File: src/rtl/latch_ctrl_pkg.sv
// Shared types for the latch-bank write arbiter.
// Holds the controller state encoding and sizing helpers.
package latch_ctrl_pkg;

  typedef enum logic [1:0] {
    IDLE  = 2'd0,
    SETUP = 2'd1,
    OPEN  = 2'd2,
    HOLD  = 2'd3
  } state_t;

  localparam int CNT_W = 4;

  function automatic int idx_w(input int n);
    return (n > 1) ? $clog2(n) : 1;
  endfunction

endpackage

File: src/rtl/rr_pick.sv
// Combinational round-robin picker.
// Search starts one past the last winner and wraps.
module rr_pick
  import latch_ctrl_pkg::*;
#(
  parameter  int NREQ = 4,
  localparam int PW   = idx_w(NREQ)
) (
  input  logic [NREQ-1:0] req,
  input  logic [PW-1:0]   ptr,
  output logic [NREQ-1:0] grant,
  output logic            valid
);

  int            sum;
  logic [PW-1:0] idx;

  // first requester at or after ptr+1, modulo NREQ
  always_comb begin
    grant = '0;
    valid = 1'b0;
    sum   = 0;
    idx   = '0;
    for (int i = 1; i <= NREQ; i++) begin
      sum = (int'(ptr) + i) % NREQ;
      idx = PW'(sum);
      if (!valid && req[idx]) begin
        grant[idx] = 1'b1;
        valid      = 1'b1;
      end
    end
  end

endmodule

File: src/rtl/latch_wr_arbiter.sv
// Round-robin write arbiter for a latch bank.
// Sequences setup, gate-open and hold phases per write.
module latch_wr_arbiter
  import latch_ctrl_pkg::*;
#(
  parameter  int DW       = 8,
  parameter  int NW       = 8,
  parameter  int NREQ     = 4,
  parameter  int OPEN_CYC = 2,
  localparam int AW       = idx_w(NW),
  localparam int PW       = idx_w(NREQ)
) (
  input  logic               clk,
  input  logic               reset,
  input  logic [NREQ-1:0]    req,
  input  logic [NREQ*AW-1:0] req_addr,
  input  logic [NREQ*DW-1:0] req_data,
  output logic [NREQ-1:0]    ack,
  output logic               busy,
  output logic [DW-1:0]      lat_d,
  output logic [NW-1:0]      lat_en_n
);

  state_t           state_q, state_d;
  logic [CNT_W-1:0] cnt_q, cnt_d;
  logic [PW-1:0]    ptr_q, ptr_d;
  logic [NREQ-1:0]  win_q, win_d;
  logic [AW-1:0]    addr_q, addr_d;
  logic [DW-1:0]    lat_d_q, lat_d_d;
  logic [NW-1:0]    lat_en_n_q, lat_en_n_d;
  logic [NREQ-1:0]  ack_q, ack_d;
  logic             busy_q, busy_d;

  logic [NREQ-1:0]  pick_grant;
  logic             pick_valid;
  logic [PW-1:0]    gidx;
  logic [AW-1:0]    sel_addr;
  logic [DW-1:0]    sel_data;

  rr_pick #(.NREQ(NREQ)) u_pick (
    .req   (req),
    .ptr   (ptr_q),
    .grant (pick_grant),
    .valid (pick_valid)
  );

  // winner index plus its address and data slices
  always_comb begin
    gidx     = '0;
    sel_addr = '0;
    sel_data = '0;
    for (int i = 0; i < NREQ; i++) begin
      if (pick_grant[i]) begin
        gidx     = PW'(i);
        sel_addr = req_addr[i*AW +: AW];
        sel_data = req_data[i*DW +: DW];
      end
    end
  end

  // next state and next registered outputs
  always_comb begin
    state_d    = state_q;
    cnt_d      = cnt_q;
    ptr_d      = ptr_q;
    win_d      = win_q;
    addr_d     = addr_q;
    lat_d_d    = lat_d_q;
    lat_en_n_d = '1;
    ack_d      = '0;
    busy_d     = 1'b1;
    unique case (state_q)
      IDLE: begin
        busy_d = 1'b0;
        if (pick_valid) begin
          state_d = SETUP;
          ptr_d   = gidx;
          win_d   = pick_grant;
          addr_d  = sel_addr;
          lat_d_d = sel_data;
          busy_d  = 1'b1;
        end
      end
      SETUP: begin
        state_d    = OPEN;
        cnt_d      = '0;
        lat_en_n_d = ~(NW'(1) << addr_q);
      end
      OPEN: begin
        if (cnt_q == CNT_W'(OPEN_CYC - 1)) begin
          state_d = HOLD;
          ack_d   = win_q;
        end else begin
          cnt_d      = cnt_q + 1'b1;
          lat_en_n_d = ~(NW'(1) << addr_q);
        end
      end
      HOLD: begin
        state_d = IDLE;
        busy_d  = 1'b0;
      end
      default: begin
        state_d = IDLE;
        busy_d  = 1'b0;
      end
    endcase
  end

  // state and output registers; reset closes every gate at once
  always_ff @(posedge clk or posedge reset) begin
    if (reset) begin
      state_q    <= IDLE;
      cnt_q      <= '0;
      ptr_q      <= PW'(NREQ - 1);
      win_q      <= '0;
      addr_q     <= '0;
      lat_d_q    <= '0;
      lat_en_n_q <= '1;
      ack_q      <= '0;
      busy_q     <= 1'b0;
    end else begin
      state_q    <= state_d;
      cnt_q      <= cnt_d;
      ptr_q      <= ptr_d;
      win_q      <= win_d;
      addr_q     <= addr_d;
      lat_d_q    <= lat_d_d;
      lat_en_n_q <= lat_en_n_d;
      ack_q      <= ack_d;
      busy_q     <= busy_d;
    end
  end

  assign ack      = ack_q;
  assign busy     = busy_q;
  assign lat_d    = lat_d_q;
  assign lat_en_n = lat_en_n_q;

endmodule

File: config.mk
export PLATFORM = sky130hd
export DESIGN_NAME = latch_wr_arbiter
export DESIGN_NICKNAME = d
export VERILOG_FILES = /design/src/rtl/latch_ctrl_pkg.sv /design/src/rtl/rr_pick.sv /design/src/rtl/latch_wr_arbiter.sv
export SDC_FILE = /design/constraint.sdc
export NUM_CORES = 1
export LEC_CHECK = 0
export CAP_MARGIN = 15
export CORE_ASPECT_RATIO = 0.8
export CORE_MARGIN = 2
export CORE_UTILIZATION = 35
export CTS_CLUSTER_SIZE = 40
export DETAILED_ROUTE_END_ITERATION = 12
export PLACE_DENSITY = 0.64
export SETUP_SLACK_MARGIN = 0.3
export SLEW_MARGIN = 15
export SYNTH_ARGS = -nofsm -noshare
export SYNTH_HDL_FRONTEND = slang
export SYNTH_SLANG_ARGS = --single-unit
File: constraint.sdc
create_clock -name clk -period 9.14 [get_ports clk]
set_clock_uncertainty 0.15 [all_clocks]
set_input_delay 1.371 -clock clk [delete_from_list [all_inputs] [get_ports clk]]
set_output_delay 1.371 -clock clk [all_outputs]
set_load 0.1 [all_outputs]
==> impl_metrics.json, run 1 <==
{
  "run_status": "finished, final reports clean",
  "p_sw_mw": 0.701,
  "clk_latency_ns": 0.28,
  "clk_pin_slew_worst_paths_ns": 0.07,
  "dr.pass1.iters": 4,
  "syn-cell-area_um2": 2380,
  "synth_area_leaders": "dfrtp_1, dfstp_2, ha_1, o221a_1, mux2_4",
  "drt_iter0_drc": 118,
  "synthSimpleGateAreaFrac": 0.183,
  "required_ns": 9.16,
  "layout-drive-gt1-share": 0.109,
  "hold_ws_ns": 0.336,
  "synth_top_family_by_area": "compound AO/OA/AOI/OAI gates",
  "synth_adder_area_share": 0.0788,
  "synthMuxAreaShare": 0.0930,
  "diodes": 0,
  "wirelength_um": 5690,
  "core_um2": 6470,
  "synth_compound_area_frac": 0.197,
  "drcViolationCount": 0,
  "max_freq_ghz": 0.240,
  "ant_nets": 0,
  "finalCoreUtilization": 0.497,
  "hold_class": "reg2reg",
  "die-width_um": 96.2,
  "antenna_found_initial": 0,
  "fin_ws_ns": 4.97,
  "io_buffers": 70,
  "tns_ns": 0,
  "worst_pin_slew_ns": 1.01,
  "die_height_um": 77.8,
  "rrSetupSlack_ns": 5.35,
  "power_frac_seq": 0.225,
  "hold_buffers": 0,
  "synth_fp_nets": 312,
  "final_nets": 375,
  "hold_viol": 0,
  "wl_per_cell_um": 14.4,
  "worstHoldEndpoint": "win_q[1]$_DFFE_PP0P_",
  "first_global_vias": 1883,
  "setup_viol": 0,
  "ys_types": 48,
  "min_period_over_period": 0.456,
  "p_comb_frac": 0.690,
  "switching_share": 0.523,
  "p_per_area_nw_per_um2": 417,
  "crit_buf_inv": 1,
  "via_per_inst": 5.07,
  "grt.overflow.total": 0,
  "clk_root_buffer_cell": "clkbuf_8",
  "synth_top_area_frac": 0.273,
  "clock_path_buffers": 2,
  "ys_seq_area_frac": 0.383,
  "cp_cell_sequence": "clkdlybuf4s50_1, or3b_2, nand3_1, nor3b_1, a221o_1, mux2_2, o221a_1",
  "synthArstFlopShare": 1.00,
  "grt_use_total": 0.159,
  "vias": 2001,
  "start_util": 0.368,
  "cts_setup_buffers": 0,
  "crit_type": "in2reg",
  "rows": 26,
  "grt_max_degree": 37,
  "critPathMaxFanout": 13,
  "grt_setup_unrepaired": "no",
  "cts_resized": 0,
  "synth_cells": 247,
  "ys_ff_latch": 36,
  "drv_slew": 0,
  "path_delay_family": "compound AO/OA/AOI/OAI gates",
  "dieArea_um2": 7490,
  "slowest_delay_ns": 0.67,
  "min_from": "win_q[1]$_DFFE_PP0P_",
  "fillerInstances": 603,
  "synth_most_common_cell": "nor2_1",
  "pre_cts_ws_ns": 4.66,
  "yosys.area.top_type": "dfrtp_1",
  "ys_warn_count": 0,
  "syn_avg_cell_area_um2": 9.64,
  "syn_to_final_growth_pct": 35.0,
  "grt_pass1_wl_um": 9380,
  "worst_path_max_delay_cell": "a221o_1",
  "worstReg2RegEnd": "addr_q[2]$_DFFE_PP0P_",
  "p_clk_frac": 0.085,
  "max_cap_violations": 0,
  "synth_xor_area_frac": 0.00368,
  "period_minus_slack_ns": 4.17,
  "power.total_mw": 1.34,
  "slew_headroom": 0.327,
  "cts-buffers-inserted": 5,
  "p_int_mw": 0.640,
  "clock_sinks": 36,
  "cts_tree": "yes",
  "io-pin-count": 71,
  "p_leak_nw": 1.37,
  "yosys_most_used_dff": "dfrtp_1",
  "place_hpwl_um": 4310,
  "synth_commonest_cells": "nor2_1, dfrtp_1, inv_1, ha_1, a21oi_1",
  "worstSetupEndpointType": "flip-flop",
  "min_delay_path_depth": 2,
  "cp-start-kind": "input pin",
  "irDropWorstVdd_uv": 162,
  "crit_arrival_ns": 4.19,
  "routabilityCongestion": 0.782,
  "synth-edff-count": 0,
  "worst_r2r_path_depth": 8,
  "htree_levels": 2,
  "reg2reg_from": "ptr_q[0]$_DFFE_PP1P_"
}
[stage by stage]
| stage | instance area [um2] | std cells |
|---|---|---|
| 2_1_floorplan | 2380 | 247 |
| 3_3_place_gp | 3130 | 387 |
| 3_5_place_dp | 3130 | 387 |
| 4_1_cts | 3220 | 395 |
| 5_1_grt | 3220 | 395 |
| 6_report | 3220 | 395 |
[power groups by stage]
stage	registers (mW)	logic, mW	clock network, mW
4_1_cts	0.303	0.928	0.118
2_1_floorplan	0.555	0.490	0
3_3_place_gp	0.305	0.916	0
6_report	0.302	0.925	0.114
5_1_grt	0.316	0.992	0.123
3_5_place_dp	0.306	0.924	0
[cells by family after synthesis]
logic type / Yosys count
fa+ha+maj: 15
mux: 14
buf+inv: 34
simple gates: 81
flops: 36
compound gates: 66
xor+xnor: 1
[how the worst max path moves through the flow]
stage | cells past startpoint | slack, ns | start | end
6_report | 7 | 4.97 | req[2] | addr_q[2]$_DFFE_PP0P_
3_3_place_gp | 7 | 4.74 | req[2] | addr_q[1]$_DFFE_PP0P_
5_1_grt | 7 | 4.83 | req[2] | addr_q[2]$_DFFE_PP0P_
2_1_floorplan | 7 | 5.70 | req[1] | lat_d[0]$_DFFE_PP0P_
3_5_place_dp | 7 | 4.66 | req[2] | addr_q[2]$_DFFE_PP0P_
4_1_cts | 7 | 4.98 | req[2] | addr_q[1]$_DFFE_PP0P_
[registers in the layout, indices dropped and copies added (netlist names)]
register	count
lat_d	8
cnt_q	4
ack	4
busy	1
lat_en_n	8
win_q	4
state_q	2
addr_q	3
ptr_q	2
[cells in the final DEF, fill, tap and decap left out, types with 3 or more instances in the layout]
cell type and instances:
nand2_1 11, mux2_4 8, a21oi_1 14, nand3b_1 3
dfrtp_1 26, nor3_1 3, and3_1 5, nor2b_1 3
ha_1 15, clkbuf_8 6, clkdlybuf4s50_1 70, and3b_1 3
nand2b_1 3, mux4_2 3, nor3b_1 6, o21ai_1 5
inv_1 18, o221a_1 11, dfstp_2 10, nor2_1 32
o21ai_0 12, a31oi_1 11
[worst register-to-register path, stage by stage, from the launching register on]
cell and delay, ns:
dfstp_2 0.70, inv_1 0.19, ha_1 0.41, or3b_2 0.47, nand3_1 0.12, nor3b_1 0.30
a221o_1 0.67, mux2_2 0.42, o221a_1 0.24
[per-layer routing]
metal	up-vias	GRT usage	routed length [um]
met4	0	0.0243	31
met5	-	0	0
met1	936	0.235	2750
met3	4	0.0369	315
li1	1007	-	-
met2	54	0.238	2600
[area by class of cell]
class                   count  area [um2]  area share
multi-input cells         177        1320       0.412
flip-flops and latches     36         913       0.284
repair buffers             72         716       0.223
well taps                  84         105      0.0327
clock buffers               8        90.1      0.0280
inverters                  18        67.6      0.0210
(Power assumes the default switching activity.)
==> run 2: changes to the inputs <==
--- a/config.mk
+++ b/config.mk
@@ -11,7 +11,7 @@
 export CORE_UTILIZATION = 35
 export CTS_CLUSTER_SIZE = 40
 export DETAILED_ROUTE_END_ITERATION = 12
-export PLACE_DENSITY = 0.64
+export PLACE_DENSITY = 0.67
 export SETUP_SLACK_MARGIN = 0.3
 export SLEW_MARGIN = 15
 export SYNTH_ARGS = -nofsm -noshare
==> constraint.sdc (replaced) <==
create_clock -name clk -period 3.42 [get_ports clk]
set_clock_uncertainty 0.15 [all_clocks]
set_input_delay 0.513 -clock clk [delete_from_list [all_inputs] [get_ports clk]]
set_output_delay 0.513 -clock clk [all_outputs]
set_load 0.1 [all_outputs]
==> run 2 against run 1 <==
Effect of this change:
- core utilization up 1.6 points
- hold slack better by 0.0050 ns
- combinational power rose to 2.9 times the previous value
- register-to-register slack worse by 5.0 ns
- sequential power rose to 2.6 times the previous value
- largest cell class unchanged
==> impl_metrics.json, run 2 (synthesis results as in run 1) <==
{
  "run_status": "finished, final reports clean",
  "worstReg2RegEnd": "addr_q[0]$_DFFE_PP0P_",
  "final_nets": 381,
  "fin_ws_ns": 0.384,
  "io_buffers": 70,
  "cp_cell_sequence": "inv_1, ha_4, or3b_2, nand3_1, nor3b_4, a221o_1, buf_12, mux2_2, o221a_1",
  "grt.busiest_layer": "met1",
  "antenna_found_initial": 0,
  "drv_slew": 0,
  "dp_cells": 392,
  "vias": 2013,
  "worst_path_max_delay_cell": "dfstp_2",
  "irDropWorstVdd_uv": 443,
  "die-width_um": 96.2,
  "hold_class": "reg2reg",
  "hold_viol": 0,
  "reg2reg_from": "ptr_q[0]$_DFFE_PP1P_",
  "met3_usage": 0.0320,
  "p_int_mw": 1.90,
  "max_freq_ghz": 0.329,
  "fillerInstances": 597,
  "period_minus_slack_ns": 3.04,
  "rows": 26,
  "place_hpwl_um": 4470,
  "power_frac_seq": 0.203,
  "grt_pass1_wl_um": 9680,
  "via_per_inst": 5.02,
  "critPathMaxFanout": 13,
  "required_ns": 3.44,
  "worstSetupEndpointType": "flip-flop",
  "hold_buffers": 0,
  "setup_viol": 0,
  "gr-usage-met2": 0.247,
  "wl_per_cell_um": 14.9,
  "grt_util_met1": 0.247,
  "p_clk_frac": 0.105,
  "worst_pin_slew_ns": 0.976,
  "layout-drive-gt1-share": 0.180,
  "layout_commonest_cell": "clkdlybuf4s50_1",
  "clock_path_buffers": 2,
  "max_cap_violations": 0,
  "drt_iter0_drc": 106,
  "hold_ws_ns": 0.341,
  "worstHoldEndpoint": "win_q[3]$_DFFE_PP0P_",
  "grt_use_total": 0.167,
  "slowest_delay_ns": 0.53,
  "min_period_over_period": 0.888,
  "start_util": 0.368,
  "p_sw_mw": 1.93,
  "die_height_um": 77.8,
  "p_per_area_nw_per_um2": 1160,
  "pre_cts_ws_ns": 0.126,
  "grt_max_degree": 37,
  "clock_sinks": 36,
  "diodes": 0,
  "first_global_vias": 1954,
  "rrSetupSlack_ns": 0.38,
  "worst_r2r_path_depth": 9,
  "final_cells": 401,
  "clk_pin_slew_worst_paths_ns": 0.07,
  "dr.pass1.iters": 4,
  "min_delay_path_depth": 2,
  "p_leak_nw": 1.43,
  "cp-start-kind": "flip-flop",
  "switching_share": 0.503,
  "wirelength_um": 5990,
  "cts_tree": "yes",
  "syn_to_final_growth_pct": 39.3,
  "grt_setup_unrepaired": "no",
  "final_cell_mix": "clkdlybuf4s50_1, nor2_1, dfrtp_1",
  "p_comb_frac": 0.692,
  "crit_arrival_ns": 3.06,
  "path_delay_family": "simple AND/OR/NAND/NOR gates",
  "core_um2": 6470,
  "drcViolationCount": 0,
  "tns_ns": 0,
  "clk_root_buffer_cell": "clkbuf_8",
  "htree_levels": 2,
  "io-pin-count": 71,
  "ant_nets": 0,
  "grt.overflow.total": 0,
  "clk_latency_ns": 0.29,
  "crit_type": "reg2reg",
  "min_from": "win_q[3]$_DFFE_PP0P_",
  "routabilityCongestion": 0.798,
  "slew_headroom": 0.347,
  "cts-buffers-inserted": 5,
  "dieArea_um2": 7490,
  "crit_buf_inv": 2
}
[run 2: worst max-delay path by stage]
stage / startpoint / end / slack [ns] / cells after the start
after global routing: ptr_q[0]$_DFFE_PP1P_ / addr_q[0]$_DFFE_PP0P_ / 0.31 / 9
final: ptr_q[0]$_DFFE_PP1P_ / addr_q[0]$_DFFE_PP0P_ / 0.38 / 9
after global placement: req[1] / addr_q[1]$_DFFE_PP0P_ / 0.16 / 8
after floorplan: ptr_q[0]$_DFFE_PP1P_ / lat_d[0]$_DFFE_PP0P_ / 0.34 / 10
after CTS: ptr_q[0]$_DFFE_PP1P_ / addr_q[0]$_DFFE_PP0P_ / 0.35 / 9
after detailed placement: req[2] / addr_q[0]$_DFFE_PP0P_ / 0.13 / 8
[run 2: layout make-up]
cell class,count,area [um2],share of cell area
clock inverter,1,30.0,0.00905
inverter,18,67.6,0.0204
multi-input combinational,177,1360,0.409
tap,84,105,0.0317
sequential,36,913,0.275
clock buffer,7,96.3,0.0290
timing repair buffer,78,748,0.225
[run 2: repair_timing]
item	in CTS	in global routing
gates resized for setup	2	4
buffers inserted	1	0
endpoints found under the setup margin	11	11
pin swaps	0	1
[run 2: worst min-delay path: cells and delay by family (launching register included)]
family	cells	cell delay (ns)
DFF	1	0.34
and+or+nand+nor	2	0.11
[run 2: power groups by stage]
stage,logic (mW),clock network [mW],registers (mW)
global placement,2.55,0,0.789
finish,2.65,0.404,0.778
floorplan,1.32,0,1.48
CTS,2.62,0.414,0.778
global route,2.87,0.433,0.803
detailed placement,2.59,0,0.794
[run 2: layer usage]
metal	share of wire	wire length [um]
met5	0	0
met4	0.0085	51
met3	0.066	396
met2	0.45	2690
met1	0.48	2850
[run 2: per-stage QoR]
stage                     utilization  cell area, um2  power, mW
final                           0.513            3320       3.83
after global routing            0.513            3320       4.10
after CTS                       0.509            3290       3.81
after detailed placement        0.487            3160       3.38
after global placement          0.487            3160       3.34
after floorplan                     -            2390       2.80
